### config.mk
export PLATFORM = sky130hd
export DESIGN_NAME = l2_access_ctrl
export DESIGN_NICKNAME = d
export VERILOG_FILES = /design/src/rtl/l2_ctrl_pkg.sv /design/src/rtl/rr_arb2.sv /design/src/rtl/l2_access_ctrl.sv
export SDC_FILE = /design/constraint.sdc
export NUM_CORES = 1
export LEC_CHECK = 0
export ABC_AREA = 0
export CORE_UTILIZATION = 45
export CTS_BUF_LIST = sky130_fd_sc_hd__clkbuf_2 sky130_fd_sc_hd__clkbuf_4 sky130_fd_sc_hd__clkbuf_8
export CTS_CLUSTER_DIAMETER = 120
export DETAILED_ROUTE_END_ITERATION = 8
export GPL_ROUTABILITY_DRIVEN = 0
export GPL_TIMING_DRIVEN = 1
export PLACE_DENSITY = 0.86
export SLEW_MARGIN = 20
export SYNTH_ARGS = -nofsm -noshare
export SYNTH_HDL_FRONTEND = slang
export SYNTH_SLANG_ARGS = --single-unit
### constraint.sdc
create_clock -name clk -period 1.9 [get_ports clk]
set_input_delay 0.285 -clock clk [delete_from_list [all_inputs] [get_ports clk]]
set_output_delay 0.285 -clock clk [all_outputs]
set_load 0.1 [all_outputs]
### src/rtl/l2_ctrl_pkg.sv
`default_nettype none
// ============================================================================
// Module   : l2_ctrl_pkg
// Purpose  : Shared definitions for the L2 access controller: controller
//            state encodings, requester id constants and the miss fill
//            pattern returned by L2 models.
// Ports    : none (package)
// Revision : 1.0 - initial release
// ============================================================================
package l2_ctrl_pkg;

    // Controller states with fixed encodings
    typedef enum logic [1:0] {
        ST_IDLE      = 2'd0,
        ST_ISSUE     = 2'd1,
        ST_LOOKUP    = 2'd2,
        ST_MISS_WAIT = 2'd3
    } state_t;

    // Requester ids as carried on resp_id
    localparam logic c_PORT_I = 1'b0;
    localparam logic c_PORT_D = 1'b1;

    // Word an L2 model returns on a miss (fill)
    localparam logic [31:0] c_L2_FILL_PATTERN = 32'hDEAD_BEEF;

    // Width of the miss penalty down-counter (MISS_PENALTY <= 255)
    localparam int c_PENALTY_W = 8;

endpackage : l2_ctrl_pkg
`default_nettype wire

### src/rtl/rr_arb2.sv
`default_nettype none
// ============================================================================
// Module   : rr_arb2
// Purpose  : Two-input round-robin arbiter. A lone valid is always granted;
//            when both are valid the pointer chooses. On i_advance the
//            pointer moves to the port that was not granted.
// Ports    : clk, rst      - clock, synchronous active-high reset
//            i_valid[1:0]  - request valids
//            i_advance     - the current grant was accepted this cycle
//            o_grant[1:0]  - one-hot grant (zero when nothing is valid)
//            o_grant_id    - index of the granted port
// Revision : 1.0 - initial release
// ============================================================================
module rr_arb2 (
    input  logic       clk,
    input  logic       rst,
    input  logic [1:0] i_valid,
    input  logic       i_advance,
    output logic [1:0] o_grant,
    output logic       o_grant_id
);

    logic r_ptr;
    logic w_grant_id;

    always_comb begin
        w_grant_id = 1'b0;
        case (i_valid)
            2'b10:   w_grant_id = 1'b1;
            2'b11:   w_grant_id = r_ptr;
            default: w_grant_id = 1'b0;
        endcase
    end

    assign o_grant_id = w_grant_id;
    assign o_grant    = (i_valid == 2'b00) ? 2'b00 :
                        (w_grant_id ? 2'b10 : 2'b01);

    // Pointer names the port that wins the next tie; it always moves away
    // from the port just served so a continuously requesting pair alternates.
    always_ff @(posedge clk) begin
        if (rst) begin
            r_ptr <= 1'b0;
        end else if (i_advance) begin
            r_ptr <= ~w_grant_id;
        end
    end

endmodule : rr_arb2
`default_nettype wire

### src/rtl/l2_access_ctrl.sv
`default_nettype none
// ============================================================================
// Module   : l2_access_ctrl
// Purpose  : Front-end controller for the 4-way set-associative L2 read
//            cache. Arbitrates two L1-side requesters, sequences each request
//            through issue / lookup / modelled miss penalty, returns tagged
//            responses and keeps saturating hit/miss statistics.
// Ports    : clk, rst                 - clock, synchronous active-high reset
//            req0_* / req1_*          - I-side / D-side request handshake
//            resp_valid/id/data/hit   - response pulse and held payload
//            l2_read, l2_addr         - read strobe and address to the L2
//            l2_hit, l2_read_data     - L2 result, valid the cycle after read
//            hit_count, miss_count    - saturating statistics
// Revision : 1.0 - initial release
// ============================================================================
module l2_access_ctrl
    import l2_ctrl_pkg::*;
#(
    parameter int ADDR_WIDTH   = 11,
    parameter int DATA_WIDTH   = 32,
    parameter int MISS_PENALTY = 8,
    parameter int CNT_WIDTH    = 16
) (
    input  logic                  clk,
    input  logic                  rst,
    input  logic                  req0_valid,
    input  logic [ADDR_WIDTH-1:0] req0_addr,
    output logic                  req0_ready,
    input  logic                  req1_valid,
    input  logic [ADDR_WIDTH-1:0] req1_addr,
    output logic                  req1_ready,
    output logic                  resp_valid,
    output logic                  resp_id,
    output logic [DATA_WIDTH-1:0] resp_data,
    output logic                  resp_hit,
    output logic                  l2_read,
    output logic [ADDR_WIDTH-1:0] l2_addr,
    input  logic                  l2_hit,
    input  logic [DATA_WIDTH-1:0] l2_read_data,
    output logic [CNT_WIDTH-1:0]  hit_count,
    output logic [CNT_WIDTH-1:0]  miss_count
);

    // The counter is loaded in LOOKUP and reaches zero in the last
    // MISS_WAIT cycle, giving exactly MISS_PENALTY cycles of wait.
    localparam logic [c_PENALTY_W-1:0] c_PENALTY_INIT = c_PENALTY_W'(MISS_PENALTY - 1);
    localparam logic [CNT_WIDTH-1:0]   c_CNT_ONE      = CNT_WIDTH'(1);

    state_t                  r_state;
    state_t                  w_state_nxt;
    logic [c_PENALTY_W-1:0]  r_penalty;
    logic                    r_id;
    logic [DATA_WIDTH-1:0]   r_fill;
    logic                    r_resp_valid;
    logic                    r_resp_id;
    logic [DATA_WIDTH-1:0]   r_resp_data;
    logic                    r_resp_hit;
    logic                    r_l2_read;
    logic [ADDR_WIDTH-1:0]   r_l2_addr;
    logic [CNT_WIDTH-1:0]    r_hit_count;
    logic [CNT_WIDTH-1:0]    r_miss_count;

    logic                    w_idle;
    logic                    w_accept;
    logic [1:0]              w_grant;
    logic                    w_grant_id;
    logic [ADDR_WIDTH-1:0]   w_sel_addr;

    // ------------------------------------------------------------------
    // Arbitration / acceptance
    // ------------------------------------------------------------------
    assign w_idle = (r_state == ST_IDLE);

    // Acceptance is suppressed during reset so nothing is taken on a cycle
    // whose state update is about to be discarded.
    assign w_accept = w_idle & ~rst & (req0_valid | req1_valid);

    rr_arb2 u_arb (
        .clk        (clk),
        .rst        (rst),
        .i_valid    ({req1_valid, req0_valid}),
        .i_advance  (w_accept),
        .o_grant    (w_grant),
        .o_grant_id (w_grant_id)
    );

    assign req0_ready = w_accept & w_grant[0];
    assign req1_ready = w_accept & w_grant[1];
    assign w_sel_addr = w_grant_id ? req1_addr : req0_addr;

    // ------------------------------------------------------------------
    // State machine
    // ------------------------------------------------------------------
    always_ff @(posedge clk) begin
        if (rst) begin
            r_state <= ST_IDLE;
        end else begin
            r_state <= w_state_nxt;
        end
    end

    always_comb begin
        w_state_nxt = r_state;
        case (r_state)
            ST_IDLE: begin
                if (w_accept) begin
                    w_state_nxt = ST_ISSUE;
                end
            end
            ST_ISSUE: begin
                w_state_nxt = ST_LOOKUP;
            end
            ST_LOOKUP: begin
                w_state_nxt = l2_hit ? ST_IDLE : ST_MISS_WAIT;
            end
            ST_MISS_WAIT: begin
                if (r_penalty == '0) begin
                    w_state_nxt = ST_IDLE;
                end
            end
            default: begin
                w_state_nxt = ST_IDLE;
            end
        endcase
    end

    // ------------------------------------------------------------------
    // Datapath, response and statistics registers
    // ------------------------------------------------------------------
    always_ff @(posedge clk) begin
        if (rst) begin
            r_penalty    <= '0;
            r_id         <= 1'b0;
            r_fill       <= '0;
            r_resp_valid <= 1'b0;
            r_resp_id    <= 1'b0;
            r_resp_data  <= '0;
            r_resp_hit   <= 1'b0;
            r_l2_read    <= 1'b0;
            r_l2_addr    <= '0;
            r_hit_count  <= '0;
            r_miss_count <= '0;
        end else begin
            r_resp_valid <= 1'b0;
            case (r_state)
                ST_IDLE: begin
                    if (w_accept) begin
                        r_id      <= w_grant_id;
                        r_l2_read <= 1'b1;
                        r_l2_addr <= w_sel_addr;
                    end
                end
                ST_ISSUE: begin
                    r_l2_read <= 1'b0;
                end
                ST_LOOKUP: begin
                    // The only cycle in which the L2 result is meaningful.
                    if (l2_hit) begin
                        r_resp_valid <= 1'b1;
                        r_resp_hit   <= 1'b1;
                        r_resp_id    <= r_id;
                        r_resp_data  <= l2_read_data;
                        if (r_hit_count != '1) begin
                            r_hit_count <= r_hit_count + c_CNT_ONE;
                        end
                    end else begin
                        r_fill    <= l2_read_data;
                        r_penalty <= c_PENALTY_INIT;
                        if (r_miss_count != '1) begin
                            r_miss_count <= r_miss_count + c_CNT_ONE;
                        end
                    end
                end
                ST_MISS_WAIT: begin
                    if (r_penalty == '0) begin
                        r_resp_valid <= 1'b1;
                        r_resp_hit   <= 1'b0;
                        r_resp_id    <= r_id;
                        r_resp_data  <= r_fill;
                    end else begin
                        r_penalty <= r_penalty - 1'b1;
                    end
                end
                default: begin
                    r_l2_read <= 1'b0;
                end
            endcase
        end
    end

    assign resp_valid = r_resp_valid;
    assign resp_id    = r_resp_id;
    assign resp_data  = r_resp_data;
    assign resp_hit   = r_resp_hit;
    assign l2_read    = r_l2_read;
    assign l2_addr    = r_l2_addr;
    assign hit_count  = r_hit_count;
    assign miss_count = r_miss_count;

endmodule : l2_access_ctrl
`default_nettype wire

==> results.cfg <==
[grt]
gr-usage-met1_pct = 30.7
globalRoute.busiestLayer = met2
global_route.usage.met2_pct = 46.3
grt_total_ovfl = 0
largest_net_degree_at_the_start_of_global_routing = 121
track_usage_pct = 26.4
grt_first_pass_wirelength_um = 26500
first_global_vias = 5560
antenna_found_initial = 0
global_route.usage.met3_pct = 5.66

[sta]
setup_slack_ns = -0.0458
worst_clock_skew_ns = 0.00866
setup_viol_count_final = 14
timing_max_transition_violations_final = 0
final_min_period_over_clock_period_pct = 102
timing.max_slew.rel_slack_pct = 56.2
measured_slew_at_the_worst_slew_check_pin_ns = 0.651
finalHoldViolations = 0
period_minus_slack_ns = 1.95
fmaxAchievable_mhz = 514
grt_setup_unrepaired = true

[setup_path]
regToRegSetupSlack_ns = -0.05
worstPathMaxFanout = 5
cp.arrival_ns = 2.25
required_time_of_the_critical_path_ns = 2.21
critical-path-max-stage-delay_ns = 0.40
critical-path-top-delay-family = simple AND/OR/NAND/NOR gates
worstSetupPathDepth = 9
timing.critical_path.mode_cell = buf_6
r2r.worst_path.cells = 9
worst_r2r_endpoint = r_penalty[0]
critPathBufInv = 4
setup.worst_path.end_class = flip-flop
path_class = flip-flop to flip-flop
timing.critical_path.from_type = flip-flop
worstReg2RegStart = r_penalty[1]
cp_cell_sequence = inv_2, ha_4, or3b_4, buf_6, o311ai_4, buf_6, buf_6, nand2b_4, a21oi_2
crit_slowest_cell = or3b_4

[die]
start_util_pct = 46.8
coreArea_um2 = 11600
die-height_um = 112
design.portCount = 140
floorplan_row_count = 39
die_area_um2 = 12500
chipWidth_um = 112

[layout]
seq_area_um2 = 2580
area_delta_synth_final_pct = 51.0
insertedDiodeCount = 0
multi_input_area_um2 = 2940
finish.net_count = 915
layout-drive-gt1-share_pct = 34.0
post-route-util_pct = 70.7
nFillCells = 826

[run]
timing.max_cap.violations = 0

[placed_design]
detailed_placer_s_ending_hpwl_um = 10200
numPortBuffers = 139

[yosys]
post_synth_instance_area_um2 = 5440
post_synth_inst_count = 656
synth-seq-area-share_pct = 45.3
area_leader_netlist = dfxtp_1
synthesis.nets = 719
synthDistinctLibCells = 52
synth.area.top_cells = dfxtp_1 45%, nand2_1 8.6%, a311oi_1 5.5%, a21oi_1 5.3%, nand3_1 5.0%
netlist.area_leader.share_pct = 45.3
ys_warn_count = 0
post_synth.cell_area_avg_um2 = 8.29
ys_ff_latch = 123

[hold_path]
hold_path_startpoint = rst
worstHoldEndpoint = hit_count[6]
whs_path_depth = 5
hold_class = input port to flip-flop

[route]
antenna_violating_nets_post_route = 0
post_drt_wl_per_cell_um = 16.7
drt_iter0_markers = 495
route.detailed.vias_per_inst = 5.80
detail_route.first_pass.iterations = 8
routed_wl_um = 16800
drc = 13
vias = 5834

[power]
total_leakage_power_nw = 3.11
fin_total_pwr_mw = 8.01
peak_supply_drop_uv = 414
p_per_area_nw_per_um2 = 975

[status]
outcome = finished, violations left
violations_in_the_final_reports = DRC, setup timing

[clock_network]
clk_transition_reported_paths_ns = 0.07
cts_buffers = 17
htree_num_levels = 4
ctsRootBufferMaster = clkbuf_8
clock_tree_from_tritoncts = yes
cts.path.max_buffers = 2
clkSinkCount = 123
clock_insertion_delay_worst_skew_ns = 0.44
postCtsHoldBufs = 0
tightest hold or removal path, stage by stage:
cell and delay (ns):
buf_4 0.10, inv_1 0.07, buf_4 0.17, o21ai_0 0.07, a31oi_1 0.05
cell type report:
| type | count | share of cell area, % |
|---|---|---|
| Multi-Input combinational cell | 478 | 35.9 |
| Sequential cell | 123 | 31.4 |
| Timing Repair Buffer | 224 | 25.4 |
| Clock buffer | 21 | 3.29 |
| Tap cell | 143 | 2.18 |
| Clock inverter | 9 | 1.49 |
| Inverter | 8 | 0.366 |
through the flow:
step           hold WS, ns  area [um2]  setup TNS, ns  setup WS [ns]  cells
2_1_floorplan        0.421        5590         -0.489         -0.206    656
3_3_place_gp         0.442        7270          -5.28         -0.344    948
3_5_place_dp         0.448        7270          -8.44         -0.410    948
4_1_cts              0.313        8040         -0.302        -0.0352    995
5_1_grt              0.331        8210          -1.54        -0.0799   1006
6_report             0.339        8210         -0.309        -0.0458   1006
report_power, final:
group | switching, mW | internal, mW
logic | 1.82 | 0.946
clock network | 1.02 | 1.35
registers | 0.125 | 2.75
sequential cells by signal, indices dropped and copies added, names as in the netlist:
signal,count
l2_addr,11
hit_count,16
u_arb.r_ptr,1
r_id,1
resp_id,1
r_penalty,8
resp_data,32
l2_read,1
miss_count,16
r_fill,32
resp_hit,1
r_state,2
resp_valid,1
worst max path at each step:
stage                      start             to  slack (ns)
floorplan             r_state[0]     req0_ready       -0.21
global placement          l2_hit  hit_count[15]       -0.34
detailed placement        l2_hit  hit_count[13]       -0.41
CTS                 r_penalty[0]   resp_data[6]       -0.04
global route        r_penalty[1]   resp_data[1]       -0.08
finish              r_penalty[1]   r_penalty[0]       -0.05
synth_stat cells, drive strengths merged:
cell type / number
dfxtp: 123
o211a: 1
o311ai: 3
ha: 4
nor3: 3
nor4: 7
or2: 2
o41ai: 3
o211ai: 2
buf: 12
o2111ai: 1
a311oi: 44
nor2: 60
nand4: 9
nand2b: 6
nand3b: 2
mux2: 4
o31ai: 16
clkbuf: 35
nor3b: 1
a211oi: 2
a31o: 1
o31a: 1
nand2: 124
nand3: 54
a32oi: 1
or3b: 1
inv: 8
mux2i: 5
a221oi: 1
nor2b: 5
or4: 16
o21ai: 12
a21oi: 58
and3: 2
a31oi: 2
and4: 2
xor2: 2
o21a: 1
or3: 13
and3b: 1
nor4b: 2
and2: 1
a21boi: 3
what timing repair did:
| action | 4_1_cts | 5_1_grt |
|---|---|---|
| gates cloned | 6 | 1 |
| pin swaps | 9 | 21 |
| endpoints found under the setup margin | 41 | 50 |
| buffers inserted | 11 | 12 |
| hold endpoints to repair | 0 | 0 |
| resized for setup | 24 | 34 |
per-layer routing:
metal	up-vias	share of wire, %
met2	234	50
li1	2787	-
met4	0	1.8
met5	-	0
met3	33	6.0
met1	2780	42
cell families after synthesis:
logic type,synth area share (%)
and+or+nand+nor,26.9
xor gates and xnor gates,0.322
AOI/OAI and AO/OA,20.6
muxes,1.75
buffers and inverters,4.23
adders and majority gates,0.920
DFF,45.3
cell usage in the layout (no fill, tap or decap), types with 12 or more instances in the layout:
master | Yosys | final
a21oi_1 | 58 | 56
a311oi_1 | 34 | 31
a311oi_2 | 10 | 13
buf_4 | 2 | 143
clkbuf_8 | 0 | 18
clkdlybuf4s50_1 | 0 | 56
dfxtp_1 | 123 | 86
dfxtp_4 | 0 | 27
nand2_1 | 124 | 124
nand3_1 | 54 | 52
nor2_1 | 60 | 52
o21ai_0 | 12 | 12
o31ai_1 | 15 | 14
or3_1 | 13 | 13
Note: power is estimated with default switching activity, not from simulation.
